--- src/rtl/sha3_pkg.sv ---
// Purpose : shared types and constants for the SHA-3 input padder.
// Latency : n/a (package only).
// Backpressure: n/a.
// Build option: SHA3_LEGACY_KECCAK_EN selects the original Keccak domain byte (0x01).
// Without it, the FIPS 202 SHA-3 domain byte (0x06) is used.
package sha3_pkg;

    typedef enum logic [1:0] {
        SHA3_224 = 2'd0,
        SHA3_256 = 2'd1,
        SHA3_384 = 2'd2,
        SHA3_512 = 2'd3
    } sha3_mode_t;

    typedef enum logic [1:0] {
        ST_DATA  = 2'd0,
        ST_PAD06 = 2'd1,
        ST_PADZ  = 2'd2
    } pad_state_t;

    // Rate in bits, indexed by sha3_mode_t.
    localparam int unsigned RATE_BITS [0:3] = '{1152, 1088, 832, 576};

`ifdef SHA3_LEGACY_KECCAK_EN
    localparam logic [7:0] PAD_DOMAIN = 8'h01;
`else
    localparam logic [7:0] PAD_DOMAIN = 8'h06;
`endif
    localparam logic [7:0] PAD_FINAL  = 8'h80;

    // Words of the given width per rate block. The largest case (1152/8 = 144)
    // still fits in 8 bits.
    function automatic logic [7:0] words_per_block(input sha3_mode_t mode,
                                                   input int unsigned width);
        return 8'(RATE_BITS[mode] / width);
    endfunction

endpackage

--- src/rtl/sha3_pad_word.sv ---
// Purpose : builds one padded output word from a data word and its byte enables.
// Latency : combinational.
// Backpressure: none (no handshake).
// Ports: data/keep = input word and byte enables (contiguous from byte 0),
//        pad_first = place the domain byte in the first disabled byte,
//        pad_last  = OR the final pad bit (0x80) into the top byte,
//        word = padded result. Disabled bytes other than the domain byte are 0.
module sha3_pad_word
    import sha3_pkg::*;
#(
    parameter int DATA_WIDTH = 64
) (
    input  logic [DATA_WIDTH-1:0]   data,
    input  logic [DATA_WIDTH/8-1:0] keep,
    input  logic                    pad_first,
    input  logic                    pad_last,
    output logic [DATA_WIDTH-1:0]   word
);

    localparam int NB = DATA_WIDTH / 8;

    logic prev_kept;

    always_comb begin
        word      = '0;
        prev_kept = 1'b1;
        for (int i = 0; i < NB; i++) begin
            if (keep[i]) begin
                word[8*i +: 8] = data[8*i +: 8];
            end else if (pad_first && prev_kept) begin
                // First byte past the enabled prefix carries the domain byte.
                word[8*i +: 8] = PAD_DOMAIN;
            end
            prev_kept = keep[i];
        end
        // When the domain byte lands in the top byte, the two pad bytes merge
        // (0x86 / 0x81).
        if (pad_last) begin
            word[DATA_WIDTH-1 -: 8] = word[DATA_WIDTH-1 -: 8] | PAD_FINAL;
        end
    end

endmodule

--- src/rtl/sha3_axis_padder.sv ---
// Purpose : SHA-3 multi-rate padder; segments an AXI-Stream byte message into rate blocks.
// Latency : 1 cycle from input handshake to m_tvalid (single output register stage).
// Backpressure: s_tready = !m_tvalid || m_tready in DATA, 0 while generating pad words.
// Build option: SHA3_LEGACY_KECCAK_EN selects the Keccak domain byte 0x01 (see sha3_pkg).
// Ports: ACLK/ARESETn (synchronous, active-low) clock and reset;
//        s_t* = input message stream, with s_tuser = mode sampled on the first beat;
//        m_t* = padded words, with m_tlast = end of rate block,
//               m_tid = end of final block, m_tuser = latched mode.
module sha3_axis_padder
    import sha3_pkg::*;
#(
    parameter int DATA_WIDTH = 64   // 8, 16, 32 or 64
) (
    input  logic                    ACLK,
    input  logic                    ARESETn,
    input  logic [DATA_WIDTH-1:0]   s_tdata,
    input  logic [DATA_WIDTH/8-1:0] s_tkeep,
    input  logic                    s_tvalid,
    output logic                    s_tready,
    input  logic                    s_tlast,
    input  logic [1:0]              s_tuser,
    output logic [DATA_WIDTH-1:0]   m_tdata,
    output logic                    m_tvalid,
    input  logic                    m_tready,
    output logic                    m_tlast,
    output logic                    m_tid,
    output logic [1:0]              m_tuser
);

    localparam int KW = DATA_WIDTH / 8;

    pad_state_t state, state_nxt;
    sha3_mode_t mode_q, cur_mode;
    logic       msg_start;
    logic [7:0] wcnt;

    logic [7:0] wpb_q, wpb_cur, wcnt_inc, load_idx;
    logic       out_free, s_hs, load_vld, at_last, keep_full;

    logic [DATA_WIDTH-1:0] pw_data, pw_word;
    logic [KW-1:0]         pw_keep;
    logic                  pw_first, pw_last;

    assign out_free = !m_tvalid || m_tready;
    // Gated by ARESETn so that the port reads 0 while reset is held.
    assign s_tready = ARESETn && (state == ST_DATA) && out_free;
    assign s_hs     = s_tvalid && s_tready;

    always_comb begin
        // On the first beat the mode latch has not been loaded yet, so the
        // block length comes straight from s_tuser.
        cur_mode  = msg_start ? sha3_mode_t'(s_tuser) : mode_q;
        wpb_q     = words_per_block(mode_q, DATA_WIDTH);
        wpb_cur   = words_per_block(cur_mode, DATA_WIDTH);
        // wcnt is the index of the word currently presented (or of the next
        // word, when the register is empty). A word loaded while the current
        // word handshakes therefore sits one position further on.
        wcnt_inc  = (wcnt == wpb_q - 8'd1) ? 8'd0 : wcnt + 8'd1;
        load_idx  = m_tvalid ? wcnt_inc : wcnt;
        at_last   = (load_idx == wpb_cur - 8'd1);
        keep_full = &s_tkeep;

        load_vld  = 1'b0;
        pw_data   = '0;
        pw_keep   = '0;
        pw_first  = 1'b0;
        pw_last   = 1'b0;
        state_nxt = state;

        case (state)
            ST_DATA: begin
                load_vld = s_hs;
                pw_data  = s_tdata;
                pw_keep  = s_tlast ? s_tkeep : '1;
                pw_first = s_tlast && !keep_full;
                pw_last  = s_tlast && !keep_full && at_last;
                if (s_hs && s_tlast) begin
                    if (keep_full) begin
                        state_nxt = ST_PAD06;
                    end else if (!at_last) begin
                        state_nxt = ST_PADZ;
                    end
                end
            end
            ST_PAD06: begin
                load_vld = out_free;
                pw_first = 1'b1;
                pw_last  = at_last;
                if (out_free) begin
                    state_nxt = at_last ? ST_DATA : ST_PADZ;
                end
            end
            ST_PADZ: begin
                load_vld = out_free;
                pw_last  = at_last;
                if (out_free && at_last) begin
                    state_nxt = ST_DATA;
                end
            end
            default: begin
                state_nxt = ST_DATA;
            end
        endcase
    end

    sha3_pad_word #(.DATA_WIDTH(DATA_WIDTH)) u_pad_word (
        .data      (pw_data),
        .keep      (pw_keep),
        .pad_first (pw_first),
        .pad_last  (pw_last),
        .word      (pw_word)
    );

    always_ff @(posedge ACLK) begin
        if (!ARESETn) begin
            state     <= ST_DATA;
            wcnt      <= '0;
            msg_start <= 1'b1;
            mode_q    <= SHA3_224;
            m_tvalid  <= 1'b0;
            m_tdata   <= '0;
            m_tlast   <= 1'b0;
            m_tid     <= 1'b0;
            m_tuser   <= '0;
        end else begin
            state <= state_nxt;

            if (m_tvalid && m_tready) begin
                wcnt <= wcnt_inc;
            end

            if (load_vld) begin
                m_tvalid <= 1'b1;
                m_tdata  <= pw_word;
                m_tlast  <= at_last;
                m_tid    <= pw_last;
                m_tuser  <= cur_mode;
            end else if (m_tready) begin
                m_tvalid <= 1'b0;
            end

            if (s_hs && msg_start) begin
                mode_q <= sha3_mode_t'(s_tuser);
            end
            if (s_hs) begin
                msg_start <= 1'b0;
            end
            // The final word has been generated: the next accepted beat opens
            // a new message (this assignment wins over the clear above).
            if (load_vld && pw_last) begin
                msg_start <= 1'b1;
            end
        end
    end

endmodule
--- config.mk ---
export PLATFORM = sky130hd
export DESIGN_NAME = sha3_axis_padder
export DESIGN_NICKNAME = d
export VERILOG_FILES = /design/src/rtl/sha3_pkg.sv /design/src/rtl/sha3_pad_word.sv /design/src/rtl/sha3_axis_padder.sv
export SDC_FILE = /design/constraint.sdc
export NUM_CORES = 1
export LEC_CHECK = 0
export CORE_UTILIZATION = 32
export CTS_BUF_LIST = sky130_fd_sc_hd__clkbuf_8
export DETAILED_ROUTE_END_ITERATION = 6
export GPL_ROUTABILITY_DRIVEN = 0
export SLEW_MARGIN = 20
export SYNTH_ARGS = -nofsm -noshare
export SYNTH_HDL_FRONTEND = slang
export SYNTH_HIERARCHICAL = 1
export SYNTH_SLANG_ARGS = --single-unit
--- constraint.sdc ---
create_clock -name ACLK -period 2.4 [get_ports ACLK]
set_input_delay 0.48 -clock ACLK [delete_from_list [all_inputs] [get_ports ACLK]]
set_output_delay 0.48 -clock ACLK [all_outputs]
set_load 0.1 [all_outputs]
==> results of run 1 <==
## worst max-delay path: stages (launching register included)
cell,delay [ns]
dfxtp_1,0.33
ha_2,0.20
and3_2,0.25
or4_1,0.49
o221ai_1,0.11
nor3_2,0.08
nor4_4,0.26
nand3_2,0.13
a221oi_2,0.30
mux2i_1,0.21
## repair_timing
action                                  4_1_cts  5_1_grt
gates resized for setup                       3        5
pin swaps                                     5        3
gates cloned                                  0        0
endpoints found under the setup margin        4        5
endpoints found under the hold margin         0        0
## metal layers
| metal | vias up | wire [um] | global-route usage [%] |
|---|---|---|---|
| li1 | 2371 | - | - |
| met3 | 18 | 813 | 3.571 |
| met1 | 2152 | 5960 | 22.82 |
| met2 | 132 | 6776 | 32.74 |
| met4 | 0 | 335 | 9.336 |
| met5 | - | 0 | 0 |
## cells by family (layout without fill, tap and decap cells)
| group | after synthesis | count (layout) | share of synthesized area (%) |
|---|---|---|---|
| AO/OA/AOI/OAI | 117 | 117 | 16.36 |
| XOR/XNOR | 4 | 4 | 0.7677 |
| adder cells (fa/ha/maj) | 6 | 6 | 1.645 |
| buffers and inverters | 46 | 213 | 4.249 |
| flip-flops | 82 | 82 | 35.96 |
| multiplexers | 7 | 7 | 1.672 |
| AND/OR/NAND/NOR | 361 | 361 | 39.34 |
## power by group
part,switching [mW],internal (mW)
sequential,0.103,1.52
clock,0.541,0.585
combinational,1.91,0.850
## registers in the layout (all words and copies together) (netlist names)
register and flops:
wcnt 8, m_tuser 2, mode_q 2, m_tid 1
m_tlast 1, m_tvalid 1, m_tdata 64, state 2
msg_start 1
## cell type report
cell class / instances / area [um^2] / area share [%]
Clock buffer: 9 / 123.9 / 1.876
Multi-Input combinational cell: 495 / 2795 / 42.34
Timing Repair Buffer: 189 / 1688 / 25.57
Inverter: 8 / 30.03 / 0.4549
Tap cell: 180 / 225.2 / 3.412
Clock inverter: 7 / 91.34 / 1.384
Sequential cell: 82 / 1648 / 24.96
## synth_stat cells (all sizes together)
master and n:
nand2 177, and2 112, dfxtp 82, a21oi 78, clkbuf 28, nor2 19
buf 10, nand2b 9, nand3 9, o21a 9, inv 7, nand3b 7
o21ai 7, ha 6, nor3 6, and3 5, mux2i 5, or3 5
a211oi 4, nand4 4, xnor2 3, a2111oi 2, a211o 2, a21o 2
mux2 2, nor2b 2, nor4 2, o31ai 2, or4 2, a221oi 1
a311oi 1, clkinv 1, nor3b 1, o211a 1, o221a 1, o221ai 1
o22a 1, o22ai 1, o311ai 1, o31a 1, o32ai 1, o41ai 1
or2 1, xor2 1
## per-stage QoR
stage | utilization [%] | hold WS [ns]
floorplan | - | 0.4688
global placement | 45.87 | 0.4446
detailed placement | 45.87 | 0.4488
CTS | 47.43 | 0.4620
global route | 47.56 | 0.4853
finish | 47.56 | 0.4577
## worst max path at each step
| stage | startpoint | endpoint | slack (ns) | cells past startpoint |
|---|---|---|---|---|
| floorplan | s_tuser[1] | state[1] | 0.003 | 8 |
| global placement | s_tuser[1] | state[1] | -0.53 | 9 |
| detailed placement | s_tuser[1] | state[0] | -0.60 | 9 |
| CTS | mode_q[1] | state[0] | -0.03 | 11 |
| global route | mode_q[1] | state[0] | -0.20 | 11 |
| finish | wcnt[0] | state[0] | -0.02 | 9 |
==> summary.md, run 1 <==
| Metric | Value |
|---|---|
| Status | finished, violations left |
| Failing checks | setup timing |
| Hold path depth | 2 |
| Share of cells above drive strength 1 | 20.13% |
| Synth unique cells | 55 |
| Initial DRT Pass Iterations | 4 |
| CTS Root Cell | clkbuf_8 |
| Fill count | 1384 |
| Synth top area share | 35.96% |
| Starting Density | 32.88% |
| Max Clock Skew | 0.006707 ns |
| Vias in the first global route | 4558 |
| Cell taking the most area after synthesis | dfxtp_1 |
| Largest fanout on the critical path | 5 |
| Leak Pwr | 2.679 nW |
| Remaining DRCs | 0 |
| Power Total | 5.506 mW |
| Commonest non-fill, non-tap cells in the layout | 177 x nand2_1, 111 x and2_1, 105 x buf_4, 79 x dfxtp_1, 77 x clkdlybuf4s50_1 |
| P per Cell Area | 834.0 mW/mm^2 |
| Reg-to-Reg Start | wcnt[0] |
| Crit path capture type | flip-flop |
| Top cells by area, synth | dfxtp_1 36%, and2_1 15%, nand2_1 15%, a21oi_1 8.6%, clkbuf_1 2.3% |
| Pin count of the biggest net entering global routing | 38 |
| Fin worst setup slack | -0.01918 ns |
| TritonCTS buffer count | 9 |
| Setup Viol. Count Final | 2 |
| I/O pin total | 149 |
| Commonest non-fill, non-tap cell in the layout | nand2_1 |
| Mapped cell area | 0.004564 mm^2 |
| Die area | 0.01475 mm^2 |
| Final Instance Area | 0.006601 mm^2 |
| Worst-margin pin slew | 0.3986 ns |
| Type of the worst setup path | reg2reg |
| Worst EP arrival | 2.72 ns |
| Max cap viols | 0 |
| Critical Path RT | 2.70 ns |
| Initial antenna violation count | 0 |
| Slew HR | 73.22% |
| P&R area growth vs syn | 44.63% |
| Vias per std cell | 4.818 |
| Port bufs | 148 |
| R2R Setup Slk | -0.02 ns |
| Reg-to-Reg End | state[0] |
| Total gr overflow | 0 |
| Syn nets | 708 |
| Post-synthesis sequential area ratio | 35.96% |
| CTS tree | done |
| Global-route wire length before repair | 22220 um |
| Clk slew on worst S/H paths | 0.09 ns |
| Worst slack, placed | -0.5992 ns |
| Worst-case hold path end point | m_tdata[17] |
| DR iter-0 viols | 308 |
| Placed cell area | 0.006367 mm^2 |
| Clk sinks | 82 |
| RSZ-0062 raised after global routing | yes |
| Routed WL per cell | 14.32 um |
| Site Rows | 43 |
| Later-pin clock latency in the skew report | 0.37 ns |
| Fmax | 413.4 MHz |
| Max Slew Vio Count | 0 |
| Total Routed Length | 13890 um |
| Placed Cells | 954 |
| Setup Fix Bufs, Post-CTS | 0 |
| Number of synthesized register bits | 82 |
| Syn_area_per_cell | 7.326 um^2 |
| Fin crit period | 2.419 ns |
| Synthesis Warnings | 6 |
| H-tree Lvls | 3 |
| Vias | 4673 |
| Crit path launch type | flip-flop |
| Post-DP HPWL | 10190 um |
| Hold_sp | m_tdata[17] |
| Max VDD drop | 0.4602 mV |
| Die X | 121.4 um |
| Die Y | 121.4 um |
| Core footprint | 0.01388 mm^2 |
| Worst min-delay path class | reg2reg |
| Syn Inst Count | 623 |
| Antenna Cells | 0 |
| Clk buf depth | 2 |
| Post-layout nets | 870 |
| Crit share post-route | 100.8% |
| Fin cells | 970 |
| Setup TNS | -0.03698 ns |
| # hold bufs at CTS | 0 |
| Antenna Nets Post-Route | 0 |
| Hold violation count in the final report | 0 |
| GRT Util Overall | 19.14% |
| Worst Reg-to-Reg Cells | 9 |
(Power assumes the default switching activity.)
==> run 2, diff against run 1 <==
- GPL_TIMING_DRIVEN: unset -> 0
- clock period: 2.4 -> 2.9 ns (I/O delays scaled with it)
==> run 2 against run 1 <==
The flow now finishes without violations. Flip-flop and latch count stayed put. Sequential power down 17%. Utilization decreased by 0.22 points. Maximum frequency down 13%. Clock skew hardly changed. Sequential share of layout area barely moved. Die area did not move. Via count fell by 0.81%. Critical path depth rose by 3. Power is 17% lower. Worst hold slack about the same. Routed wire length down 1.7%. Highest routed layer unchanged.
==> summary.md, run 2 (synthesis gave the netlist of run 1 again) <==
| Metric | Value |
|---|---|
| H-tree Lvls | 3 |
| Setup Viol. Count Final | 0 |
| Die area | 0.01475 mm^2 |
| Port bufs | 148 |
| Initial antenna violation count | 0 |
| Leak Pwr | 2.403 nW |
| Post-layout nets | 869 |
| R2R Setup Slk | 0.12 ns |
| P&R area growth vs syn | 43.97% |
| Clk buf depth | 2 |
| Worst Reg-to-Reg Cells | 12 |
| Total gr overflow | 0 |
| Worst EP arrival | 3.07 ns |
| Vias in the first global route | 4287 |
| Max Clock Skew | 0.006306 ns |
| TritonCTS buffer count | 9 |
| Fin crit period | 2.780 ns |
| Status | complete, no violations |
| Crit share post-route | 95.85% |
| Worst min-delay path class | reg2reg |
| Hold path depth | 2 |
| Site Rows | 43 |
| Final Instance Area | 0.006571 mm^2 |
| Fin Hold WS | 0.4574 ns |
| Max cap viols | 0 |
| Fmax | 359.7 MHz |
| Commonest non-fill, non-tap cells in the layout | 177 x nand2_1, 147 x clkdlybuf4s50_1, 111 x and2_1, 81 x dfxtp_1, 76 x a21oi_1 |
| Largest reg by FF count | m_tdata |
| Fin worst setup slack | 0.1202 ns |
| Vias per std cell | 4.783 |
| Clk sinks | 82 |
| Register Area | 0.001643 mm^2 |
| Clk slew on worst S/H paths | 0.08 ns |
| Later-pin clock latency in the skew report | 0.37 ns |
| Critical Path RT | 3.19 ns |
| Max VDD drop | 0.3113 mV |
| Antenna Cells | 0 |
| Core footprint | 0.01388 mm^2 |
| Largest fanout on the critical path | 9 |
| Reg-to-Reg End | state[0] |
| CTS Root Cell | clkbuf_8 |
| Global-route wire length before repair | 21280 um |
| Hold_sp | m_tdata[52] |
| # hold bufs at CTS | 0 |
| GRT Util Overall | 18.46% |
| Starting Density | 32.88% |
| Crit path capture type | flip-flop |
| Power Total | 4.546 mW |
| Crit path launch type | flip-flop |
| DR iter-0 viols | 245 |
| Pin count of the biggest net entering global routing | 15 |
| Slew HR | 31.95% |
| Die Y | 121.4 um |
| Worst-case hold path end point | m_tdata[52] |
| Initial DRT Pass Iterations | 4 |
| Max Slew Vio Count | 0 |
| Placed cell area | 0.006272 mm^2 |
| CTS tree | done |
| Routed WL per cell | 14.09 um |
| Regs by FF count | m_tdata x64, wcnt x8 |
| Fill count | 1401 |
| Antenna Nets Post-Route | 0 |
| Die X | 121.4 um |
| Vias | 4635 |
| Remaining DRCs | 0 |
| Worst slack, placed | -0.4130 ns |
| Total Routed Length | 13660 um |
| Post-DP HPWL | 10330 um |
| Worst-margin pin slew | 1.018 ns |
| Reg-to-Reg Start | mode_q[1] |
| Commonest non-fill, non-tap cell in the layout | nand2_1 |
| Multi-input gate area | 0.002781 mm^2 |
| Max reg flops | 64 |
| I/O pin total | 149 |
| Hold violation count in the final report | 0 |
| RSZ-0062 raised after global routing | yes |
| Type of the worst setup path | reg2reg |
| P per Cell Area | 691.8 mW/mm^2 |
| Share of cells above drive strength 1 | 6.591% |
[run 2: stage by stage]
step	TNS, ns	utilization (%)	std cells
after floorplan	0	-	623
after global placement	-12.60	45.19	951
after detailed placement	-14.77	45.19	951
after CTS	0	46.94	969
after global routing	-0.02935	47.34	969
final	0	47.34	969
[run 2: repair_timing]
item	CTS	global route
setup buffers	2	1
pin swaps	2	3
setup endpoints to repair	3	21
resized for setup	3	9
[run 2: worst max path at each step]
stage / slack, ns / to / start
after floorplan: 0.13 / m_tuser[0] / m_tready
after global placement: -0.41 / s_tready / m_tready
after detailed placement: -0.41 / s_tready / m_tready
after CTS: 0.06 / state[0] / mode_q[1]
after global routing: -0.02 / m_tdata[63] / mode_q[1]
final: 0.12 / state[0] / mode_q[1]
[run 2: area by class of cell]
type / instances / share of cell area, %
Clock inverter: 6 / 1.352
Inverter: 8 / 0.4570
Sequential cell: 82 / 25.00
Clock buffer: 10 / 2.094
Multi-Input combinational cell: 495 / 42.33
Buffer: 37 / 2.437
Timing Repair Buffer: 151 / 22.91
Tap cell: 180 / 3.427
[run 2: layer usage]
layer,routed length [um],GRT usage [%],share of wire [%],up-vias
met5,0,0,0,-
met4,266,5.941,1.9,0
met2,6458,30.22,47,123
met3,767,5.592,5.6,19
met1,6163,22.98,45,2121
li1,-,-,-,2372
[run 2: where the power goes]
group          leakage, nW  internal [mW]  switching, mW
clock                0.109          0.510          0.434
combinational         1.63          0.678           1.58
sequential           0.668           1.26         0.0829
[run 2: critical path, cell delays in order, from the launching register on]
cell and delay (ns):
dfxtp_1 0.30, buf_4 0.17, nor2_4 0.13, inv_2 0.07, ha_4 0.22, xnor2_2 0.14, a2111oi_4 0.37, o31a_4 0.24
o22ai_2 0.10, nor4_4 0.30, nand3_2 0.16, a221oi_4 0.28, mux2i_1 0.23
==> run 3, diff against run 2 <==
- DONT_BUFFER_PORTS: unset -> 1
==> run 3 against run 2 <==
Clock-buffer cell count is the same. Critical path depth is the same. Routed wire length shrank 6.1%. Via count shrank 11%. Combinational power shrank 54%. Die area is the same. Register-to-register slack is essentially flat. Largest cell class unchanged.
==> summary.md, run 3 (synthesis gave the netlist of run 1 again) <==
| Metric | Value |
|---|---|
| Initial DRT Pass Iterations | 4 |
| Vias | 4128 |
| Clk sinks | 82 |
| Crit path capture type | flip-flop |
| RSZ-0062 raised after global routing | yes |
| Remaining DRCs | 0 |
| Worst slack, placed | -0.6648 ns |
| Max VDD drop | 0.3170 mV |
| Hold violation count in the final report | 0 |
| Max Slew Vio Count | 0 |
| Starting Density | 32.88% |
| Internal Pwr Total | 2.340 mW |
| Post-layout nets | 721 |
| Commonest non-fill, non-tap cell in the layout | nand2_1 |
| Site Rows | 43 |
| P per Cell Area | 862.8 mW/mm^2 |
| Post-DP HPWL | 9554 um |
| DR iter-0 viols | 189 |
| Global-route wire length before repair | 20100 um |
| Total gr overflow | 0 |
| Max Clock Skew | 0.01648 ns |
| Clk network pwr share | 25.9% |
| Routed WL per cell | 15.56 um |
| Core footprint | 0.01388 mm^2 |
| Critical Path Source | mode_q[1] |
| TritonCTS buffer count | 9 |
| Net Sw Frac | 46.97% |
| Setup Viol. Count Final | 0 |
| Fin crit period | 2.773 ns |
| H-tree Lvls | 3 |
| Worst EP arrival | 3.09 ns |
| Multi-input gate area | 0.002748 mm^2 |
| Combinational share of power | 23.6% |
| Clk slew on worst S/H paths | 0.09 ns |
| Largest fanout on the critical path | 9 |
| Crit path launch type | flip-flop |
| Total Routed Length | 12820 um |
| Fmax | 360.6 MHz |
| Fin worst setup slack | 0.1271 ns |
| Antenna Nets Post-Route | 0 |
| Setup TNS | 0 ns |
| Reg-to-Reg Start | mode_q[1] |
| P&R area growth vs syn | 12.03% |
| Worst-margin pin slew | 1.030 ns |
| Largest reg by FF count | m_tdata |
| Util after Layout | 36.84% |
| Critical Path RT | 3.22 ns |
| Register Area | 0.001645 mm^2 |
| Type of the worst setup path | reg2reg |
| Crit share post-route | 95.62% |
| Die area | 0.01475 mm^2 |
| Max reg flops | 64 |
| Leak Pwr | 1.882 nW |
| GRT Util Overall | 17.61% |
| Clk buf depth | 2 |
| Fill count | 1445 |
| CTS tree | done |
| Share of cells above drive strength 1 | 8.112% |
| Worst min-delay path class | in2reg |
| Initial antenna violation count | 5 |
| Sequential Power Share | 50.5% |
| CP endpoint | state[0] |
| Worst Reg-to-Reg Cells | 12 |
| Placed Cells | 803 |
| CTS Root Cell | clkbuf_8 |
| Pin count of the biggest net entering global routing | 15 |
| I/O pin total | 149 |
| Commonest non-fill, non-tap cells in the layout | 177 x nand2_1, 111 x and2_1, 81 x dfxtp_1, 77 x a21oi_1, 26 x clkbuf_1 |
| Status | complete, no violations |
| Fin cells | 824 |
| Max cap viols | 0 |
| Regs by FF count | m_tdata x64, wcnt x8 |
| Switch Pwr | 2.073 mW |
| Reg-to-Reg End | state[0] |
| Later-pin clock latency in the skew report | 0.38 ns |
| # hold bufs at CTS | 0 |
| Slew HR | 31.24% |
| Vias in the first global route | 3891 |
| Die Y | 121.4 um |
| Port bufs | 0 |
| Vias per std cell | 5.010 |
| R2R Setup Slk | 0.13 ns |
| Die X | 121.4 um |
==> run 3: power groups by stage <==
stage                     Combinational [mW]  Clock (mW)  Sequential (mW)
after floorplan                        0.806           0             2.22
after global placement                  1.01           0             2.25
after detailed placement                1.03           0             2.25
after CTS                               1.04        1.18             2.23
after global routing                    1.18        1.22             2.24
final                                   1.04        1.14             2.23
==> run 3: worst min path at each step <==
stage          slack (ns)       end  depth (start not counted)     start
2_1_floorplan        0.47  state[0]                          2  state[0]
3_3_place_gp         0.49  state[0]                          2  state[0]
3_5_place_dp         0.50  state[0]                          2  state[0]
4_1_cts              0.31  state[1]                          1   ARESETn
5_1_grt              0.32  state[1]                          1   ARESETn
6_report             0.33  state[1]                          1   ARESETn
==> run 3: repair_timing <==
| action | 4_1_cts | 5_1_grt |
|---|---|---|
| pin swaps | 0 | 1 |
| gates resized for setup | 5 | 5 |
| setup endpoints to repair | 72 | 68 |
| buffers inserted | 2 | 0 |
==> run 3: critical path, stage by stage (launching register included) <==
cell and delay [ns]:
dfxtp_1 0.31, buf_4 0.16, nor2_2 0.12, inv_2 0.05, ha_1 0.30, xnor2_2 0.15, a2111oi_4 0.28, o31a_4 0.23
o22ai_2 0.10, nor4_4 0.27, nand3_1 0.18, a221oi_2 0.33, mux2i_1 0.22
==> run 3: metrics by stage <==
| step | hold WS [ns] | total power [mW] | area (um^2) |
|---|---|---|---|
| finish | 0.3338 | 4.412 | 5114 |
| global route | 0.3213 | 4.639 | 5111 |
| CTS | 0.3056 | 4.446 | 5090 |
| detailed placement | 0.4965 | 3.286 | 4791 |
| global placement | 0.4852 | 3.256 | 4791 |
| floorplan | 0.4688 | 3.022 | 4566 |
==> run 3: layout make-up <==
cell class	count	area share (%)
multi-input combinational	495	53.73
sequential	82	32.18
tap	180	4.404
buffer	38	3.303
clock buffer	10	2.691
clock inverter	6	2.667
inverter	8	0.5872
timing repair buffer	2	0.2936
antenna	3	0.1468
==> run 3: layer usage <==
metal	global-route usage [%]	vias to the layer above	share of wire, %
met2	28.30	144	46
met1	21.59	1880	44
li1	-	2082	-
met5	0	-	0.21
met4	7.253	4	1.6
met3	5.545	18	7.4
